File: config.mk
export PLATFORM = sky130hd
export DESIGN_NAME = pipeline_step_ctrl
export DESIGN_NICKNAME = d
export VERILOG_FILES = /design/src/rtl/pipeline_step_ctrl.sv
export SDC_FILE = /design/constraint.sdc
export NUM_CORES = 1
export LEC_CHECK = 0
export CELL_PAD_IN_SITES_DETAIL_PLACEMENT = 1
export CELL_PAD_IN_SITES_GLOBAL_PLACEMENT = 1
export CORE_ASPECT_RATIO = 0.9
export CORE_MARGIN = 5
export CORE_UTILIZATION = 42
export DETAILED_ROUTE_END_ITERATION = 10
export PLACE_DENSITY_LB_ADDON = 0.1
export SLEW_MARGIN = 0
export SYNTH_ARGS = -nofsm -noshare
export SYNTH_HDL_FRONTEND = slang
export SYNTH_SLANG_ARGS = --single-unit
File: constraint.sdc
create_clock -name i_clk -period 5.1 [get_ports i_clk]
set_clock_uncertainty 0.15 [all_clocks]
set_input_delay 1.02 -clock i_clk [delete_from_list [all_inputs] [get_ports i_clk]]
set_output_delay 1.02 -clock i_clk [all_outputs]
set_load 0.01 [all_outputs]
File: src/rtl/pipeline_step_ctrl.sv
// Pipeline step controller: run / single-step / halt sequencing
// for the pipeline latch enables, with a saturating cycle counter.
module pipeline_step_ctrl #(
    parameter int BITS_SIZE  = 32,
    parameter int BITS_STEPS = 8
) (
    input  logic                  i_clk,
    input  logic                  i_reset,
    input  logic                  i_cmd_valid,
    input  logic [1:0]            i_cmd,
    input  logic [BITS_STEPS-1:0] i_step_count,
    input  logic                  i_halt,
    output logic                  o_cmd_ready,
    output logic                  o_step,
    output logic                  o_flush,
    output logic                  o_done,
    output logic                  o_cmd_err,
    output logic [1:0]            o_state,
    output logic [BITS_SIZE-1:0]  o_cycle_count
);

    typedef enum logic [1:0] {
        S_IDLE   = 2'b00,
        S_RUN    = 2'b01,
        S_STEP   = 2'b10,
        S_HALTED = 2'b11
    } state_t;

    localparam logic [1:0] CMD_RUN   = 2'b00;
    localparam logic [1:0] CMD_STEP  = 2'b01;
    localparam logic [1:0] CMD_STOP  = 2'b10;
    localparam logic [1:0] CMD_CLEAR = 2'b11;

    localparam logic [BITS_STEPS-1:0] STEP_ONE = BITS_STEPS'(1);
    localparam logic [BITS_SIZE-1:0]  CNT_ONE  = BITS_SIZE'(1);

    state_t                state;
    state_t                state_nxt;
    logic [BITS_STEPS-1:0] remaining;
    logic [BITS_STEPS-1:0] remaining_nxt;
    logic                  flush_nxt;
    logic                  err_nxt;
    logic                  accept;

    assign o_cmd_ready = (state != S_STEP);
    assign o_step      = ((state == S_RUN) || (state == S_STEP)) && !i_halt;
    assign accept      = i_cmd_valid && o_cmd_ready;
    assign o_state     = state;

    // Next state, step budget and one-shot flush/error requests
    always_comb begin
        state_nxt     = state;
        remaining_nxt = remaining;
        flush_nxt     = 1'b0;
        err_nxt       = 1'b0;
        unique case (state)
            S_IDLE: begin
                if (accept) begin
                    unique case (i_cmd)
                        CMD_RUN:   state_nxt = S_RUN;
                        CMD_STEP: begin
                            state_nxt     = S_STEP;
                            remaining_nxt = (i_step_count == '0) ?
                                            STEP_ONE : i_step_count;
                        end
                        CMD_CLEAR: flush_nxt = 1'b1;
                        default:   err_nxt   = 1'b1;
                    endcase
                end
            end
            S_RUN: begin
                // Any accepted non-STOP command is still reported
                // as illegal, even when halt wins the transition.
                if (accept && (i_cmd != CMD_STOP))
                    err_nxt = 1'b1;
                if (i_halt)
                    state_nxt = S_HALTED;
                else if (accept && (i_cmd == CMD_STOP))
                    state_nxt = S_IDLE;
            end
            S_STEP: begin
                if (i_halt) begin
                    state_nxt     = S_HALTED;
                    remaining_nxt = '0;
                end else begin
                    remaining_nxt = remaining - STEP_ONE;
                    if (remaining == STEP_ONE)
                        state_nxt = S_IDLE;
                end
            end
            S_HALTED: begin
                if (accept) begin
                    if (i_cmd == CMD_CLEAR) begin
                        state_nxt = S_IDLE;
                        flush_nxt = 1'b1;
                    end else begin
                        err_nxt = 1'b1;
                    end
                end
            end
            default: state_nxt = S_IDLE;
        endcase
    end

    // State, step budget and registered one-cycle pulses
    always_ff @(posedge i_clk or posedge i_reset) begin
        if (i_reset) begin
            state     <= S_IDLE;
            remaining <= '0;
            o_flush   <= 1'b0;
            o_done    <= 1'b0;
            o_cmd_err <= 1'b0;
        end else begin
            state     <= state_nxt;
            remaining <= remaining_nxt;
            o_flush   <= flush_nxt;
            o_done    <= (state == S_STEP) && (state_nxt != S_STEP);
            o_cmd_err <= err_nxt;
        end
    end

    // Saturating count of advance cycles, zeroed by a legal CLEAR
    always_ff @(posedge i_clk or posedge i_reset) begin
        if (i_reset)
            o_cycle_count <= '0;
        else if (flush_nxt)
            o_cycle_count <= '0;
        else if (o_step && (o_cycle_count != '1))
            o_cycle_count <= o_cycle_count + CNT_ONE;
    end

endmodule

==> results.md, run 1 <==
* Status: finished clean
* Worst vdd ir at 0.251 mV
* WL final at 7.40 mm
* DP Worst Slack at 1170 ps
* Final net count at 373
* Top post-synthesis cells by area: dfrtp_1, a21oi_1, o21ai_0, nor2_1, ha_1
* Worst-path maximum fanout at 8
* ANT nets after route at 0
* Gr ovfl total at 0
* Cell Rows at 27
* Detailed-route via count at 2516
* Post-DR vias/cell at 5.73
* Total setup buffers inserted after CTS at 0
* Most frequent cell after synthesis: dfrtp_1
* H-tree depth at 2
* Post-route setup TNS at 0 ps
* Synth top cells by count: dfrtp_1, nor2_1, a21oi_1, o21ai_0, nand2_1
* CTS max path bufs at 2
* HPWL after DPL at 5.46 mm
* # placed instances at 431
* Mapped cell area at 0.00268 mm²
* Hold WC Path Type: flop to flop
* Clock root buffer: clkbuf_8
* Core area at 0.00615 mm²
* Clock slew seen by the registers of the worst setup and hold paths at 90 ps
* Max Fclk at 257 MHz
* Top-Level Pins at 53
* Post-synth ARST share at 100%
* CTS tree: yes
* Crit share post-route at 76.3%
* Post-CTS Resized at 0
* Finished Cell Area at 0.00338 mm²
* #FFs+latches synth at 45
* Final worst slack at 1210 ps
* Initial Util at 43.6%
* Mapped Cells at 302
* DR iter-0 viols at 164
* Area leader, netlist: dfrtp_1
* Syn Area/Cell at 8.87 µm²
* Sequential fraction of the synthesis area at 42.0%
* Worst rel slew slack at 22.3%
* CP startpoint kind: input port
* All-Layer GR Usage at 19.5%
* Final Instance Count excl. Fillers at 439
* Slew Viols, Final at 0
* Endpoints failing hold at 0
* DIE AREA at 0.00808 mm²
* Synth unique cells at 49
* Yosys top cell area share at 42.0%
* Leak at 1.36 nW
* Detailed Routing Iterations Pass 1 at 4
* Max Cap Violations at 0
* CP required at 3930 ps
* Clk_lat worst skew at 300 ps
* DRC violations left at 0
* Synth Flop Type: dfrtp_1
* First-pass GRT wire length at 12.8 mm
* IO Port Bufs at 52
* Antenna violations before repair at 0
* Routability congestion estimate at 0.815
* WS Path Type: input port to output pin
* Clock sinks at 45
* Pwr/cell area at 387 mW/mm²
* Fin crit period at 3890 ps
* Arr. time, crit path at 2720 ps
* Cell Area, Placed at 0.00326 mm²
* Avg WL per Cell at 16.9 µm
* Vias in the first global route at 2645
* Post-cts hold buffer count at 0
* Antenna cells at 0
* Die Y at 85.8 µm
* Final setup violation count at 0
* CP endpoint kind: output pin
* Post-synth EDFFs at 0
* Syn_nets at 324
* Pin count of the biggest net entering global routing at 46
* Area Overhead vs Synth at 26.1%
* Chip width at 94.2 µm
* Warnings from Yosys at 0
* Total CTS buffers at 5
* RSZ-0062 raised after global routing: false
* Worst slew pin tran at 1130 ps
* Layout cells sized above 1 at 5.11%
layout make-up:
| cell class | instances | area (µm²) |
|---|---|---|
| clock inverter | 1 | 30.0 |
| timing repair buffer | 52 | 520 |
| multi-input combinational | 234 | 1460 |
| clock buffer | 7 | 86.3 |
| tap | 87 | 109 |
| sequential | 45 | 1130 |
| inverter | 13 | 48.8 |
| fill | 719 | 2770 |
power breakdown:
| group | switching [W] | internal, W | leakage, nW |
|---|---|---|---|
| Sequential | 0.0000698 | 0.000423 | 0.604 |
| Combinational | 0.000302 | 0.000230 | 0.701 |
| Clock | 0.000122 | 0.000160 | 0.0585 |
per-stage QoR:
| stage | hold slack (ps) | power, W | util, % |
|---|---|---|---|
| floorplan | 321 | 0.000829 | - |
| global placement | 346 | 0.00101 | 53.1 |
| detailed placement | 370 | 0.00103 | 53.1 |
| CTS | 391 | 0.00132 | 54.9 |
| global route | 432 | 0.00141 | 54.9 |
| finish | 383 | 0.00131 | 54.9 |
logic make-up after synthesis:
family | count (synthesis) | synth area share (%)
AND/OR/NAND/NOR | 132 | 28.2
AO/OA/AOI/OAI | 82 | 18.2
flip-flops | 45 | 42.0
buffers and inverters | 23 | 3.55
multiplexers | 9 | 3.36
adder cells (fa/ha/maj) | 8 | 3.74
XOR/XNOR | 3 | 0.981
critical path, stage by stage:
cell	delay, ps
clkdlybuf4s50_1	550
nor2b_1	510
clkdlybuf4s50_1	650
routing by layer:
metal / GRT usage [%] / share of wire [%]
met1: 27.9 / 49
met2: 31.6 / 47
met3: 3.16 / 3.1
met4: 3.54 / 0.54
met5: 0 / 0
sequential cells by signal, indices dropped and copies added, names as in the netlist:
register	flops
o_cycle_count	32
remaining	8
o_state	2
o_cmd_err	1
o_done	1
o_flush	1
placed cells by master (no fill, tap or decap), types with 3 or more instances in the layout:
master and count:
nor2_1 27, or3_1 9, nand4_1 11, o21ai_1 3, inv_1 11, nor2b_1 3
a31oi_1 5, mux2i_1 9, nor3_1 11, or4_1 8, and4_1 3, clkbuf_8 6
a21oi_1 25, nor3b_1 4, and2_1 3, nand3_1 14, a21o_1 3, clkdlybuf4s50_1 52
o21ai_0 25, nand2_1 23, and3_1 4, ha_1 8, o31ai_1 4, a22oi_1 3
dfrtp_1 45
final timing paths:
check                             start           endpoint  slack (ps)  cells past startpoint
max                              i_halt             o_step        1210                      3
min                        remaining[6]       remaining[6]         380                      2
max reg2reg                  o_state[0]  o_cycle_count[31]        1930                      7
min reg2reg                remaining[6]       remaining[6]         380                      2
max in group asynchronous       i_reset  o_cycle_count[22]        3100                      2
min in group asynchronous       i_reset       remaining[4]        1100                      2
(Power assumes the default switching activity.)
==> run 2, diff against run 1 <==
--- a/config.mk
+++ b/config.mk
@@ -9,7 +9,7 @@
 export CELL_PAD_IN_SITES_GLOBAL_PLACEMENT = 1
 export CORE_ASPECT_RATIO = 0.9
 export CORE_MARGIN = 5
-export CORE_UTILIZATION = 42
+export CORE_UTILIZATION = 35
 export DETAILED_ROUTE_END_ITERATION = 10
 export PLACE_DENSITY_LB_ADDON = 0.1
 export SLEW_MARGIN = 0
==> constraint.sdc (replaced) <==
create_clock -name i_clk -period 3.2 [get_ports i_clk]
set_clock_uncertainty 0.15 [all_clocks]
set_input_delay 0.64 -clock i_clk [delete_from_list [all_inputs] [get_ports i_clk]]
set_output_delay 0.64 -clock i_clk [all_outputs]
set_load 0.01 [all_outputs]
==> run 2 against run 1 <==
  * Via count up 0.16%
  * Sequential power up 59%
  * First-iteration DRC count down 67%
  * Critical path depth up 1
  * Clock-buffer cell count unchanged
  * Clock power up 34%
  * Cell count up 3.4%
  * Die area up 18%
  * Worst setup slack worse by 1000 ps
  * Largest power group unchanged
==> results.md, run 2 (synthesized netlist as in run 1, its figures left out) <==
* Status: finished clean
* Total setup buffers inserted after CTS at 0
* Pwr/cell area at 596 mW/mm²
* Arr. time, crit path at 2200 ps
* Cell Area, Placed at 0.00333 mm²
* Post-DR vias/cell at 5.55
* Fillers at 903
* Reg area at 0.00113 mm²
* Final Instance Count excl. Fillers at 454
* Pin count of the biggest net entering global routing at 38
* Post-cts hold buffer count at 0
* Final setup violation count at 0
* HPWL after DPL at 5.73 mm
* # placed instances at 447
* ANT nets after route at 0
* Worst-path maximum fanout at 5
* Hold path cells at 2
* Cell Rows at 30
* Detailed-route via count at 2520
* CP endpoint kind: output pin
* Clock slew seen by the registers of the worst setup and hold paths at 90 ps
* Total CTS buffers at 5
* First-pass GRT wire length at 13.1 mm
* Hold WC Path Type: flop to flop
* RSZ-0062 raised after global routing: false
* DRC violations left at 0
* Final net count at 380
* Clk_lat worst skew at 310 ps
* WL final at 7.80 mm
* WS Path Type: flop to output pin
* All-Layer GR Usage at 17.1%
* Core area at 0.00751 mm²
* Worst vdd ir at 0.292 mV
* Gr ovfl total at 0
* Max Cap Violations at 0
* Layout cells sized above 1 at 6.70%
* Fin crit period at 2990 ps
* Slew Viols, Final at 0
* Leak at 1.38 nW
* Multi-input combinational cell area at 0.00146 mm²
* Most frequent cells in the layout: clkdlybuf4s50_1, dfrtp_1, nor2_1
* Worst slew pin tran at 1120 ps
* Clock sinks at 45
* Finished Cell Area at 0.00341 mm²
* Most common cell after layout, fill and taps aside: clkdlybuf4s50_1
* H-tree depth at 2
* Worst reg2reg path depth at 7
* DR iter-0 viols at 54
* Post-route setup TNS at 0 ps
* Avg WL per Cell at 17.2 µm
* Die Y at 93.0 µm
* IO Port Bufs at 52
* CP startpoint kind: flop
* Max Fclk at 334 MHz
* Top-Level Pins at 53
* CTS max path bufs at 2
* Vias in the first global route at 2547
* Worst rel slew slack at 23.2%
* CTS tree: yes
* Initial Util at 35.7%
* Routability congestion estimate at 0.785
* Clock root buffer: clkbuf_8
* Detailed Routing Iterations Pass 1 at 4
* Chip width at 102 µm
* Max reg flops at 32
* Largest register by flop count: o_cycle_count
* Post-CTS Resized at 0
* CP required at 2410 ps
* Antenna violations before repair at 0
* Area Overhead vs Synth at 27.4%
* Antenna cells at 0
* Crit share post-route at 93.6%
* Endpoints failing hold at 0
* DIE AREA at 0.00951 mm²
* Final core occ at 45.5%
==> run 2: cell types whose count changed in the layout (fill, tap and decap cells not counted), sizes merged <==
cell    delta
buf        +7
bufinv     -1
==> run 2: power by group <==
part | internal [W] | total, W | switching [W]
Clock | 0.000172 | 0.000379 | 0.000207
Combinational | 0.000383 | 0.000870 | 0.000487
Sequential | 0.000674 | 0.000784 | 0.000110
Total | 0.00123 | 0.00203 | 0.000805
==> run 2: metal layers <==
metal  GRT usage (%)  up-vias  routed length [µm]
met4            5.03        0                 121
met2            25.1       37                3410
met3            2.83        9                 266
met1            25.7     1244                4000
li1                -     1230                   -
met5               0        -                   0
==> run 2: area by class of cell <==
cell class / instances / area share, %
Multi-Input combinational cell: 234 / 42.7
Clock buffer: 7 / 2.53
Timing Repair Buffer: 59 / 16.8
Tap cell: 96 / 3.52
Inverter: 13 / 1.43
Sequential cell: 45 / 33.0
==> run 2: through the flow <==
step                      total power (W)  hold slack (ps)  setup slack (ps)
after floorplan                   0.00132              321               637
after global placement            0.00164              345               339
after detailed placement          0.00167              372               270
after CTS                         0.00206              392               158
after global routing              0.00220              424              18.3
final                             0.00203              390               205
==> run 2: path summary, 6_finish.rpt <==
path	start	endpoint	slack (ps)
max	o_state[1]	o_step	210
min	remaining[6]	remaining[6]	390
max reg2reg	o_state[0]	remaining[6]	400
min reg2reg	remaining[6]	remaining[6]	390
max in group asynchronous	i_reset	o_cycle_count[20]	1760
min in group asynchronous	i_reset	remaining[7]	400
==> run 2: worst max-delay path, cell delays in order (launching register included) <==
cell	delay, ps
dfrtp_1	430
inv_1	140
ha_1	340
nor2b_1	370
clkdlybuf4s50_1	610
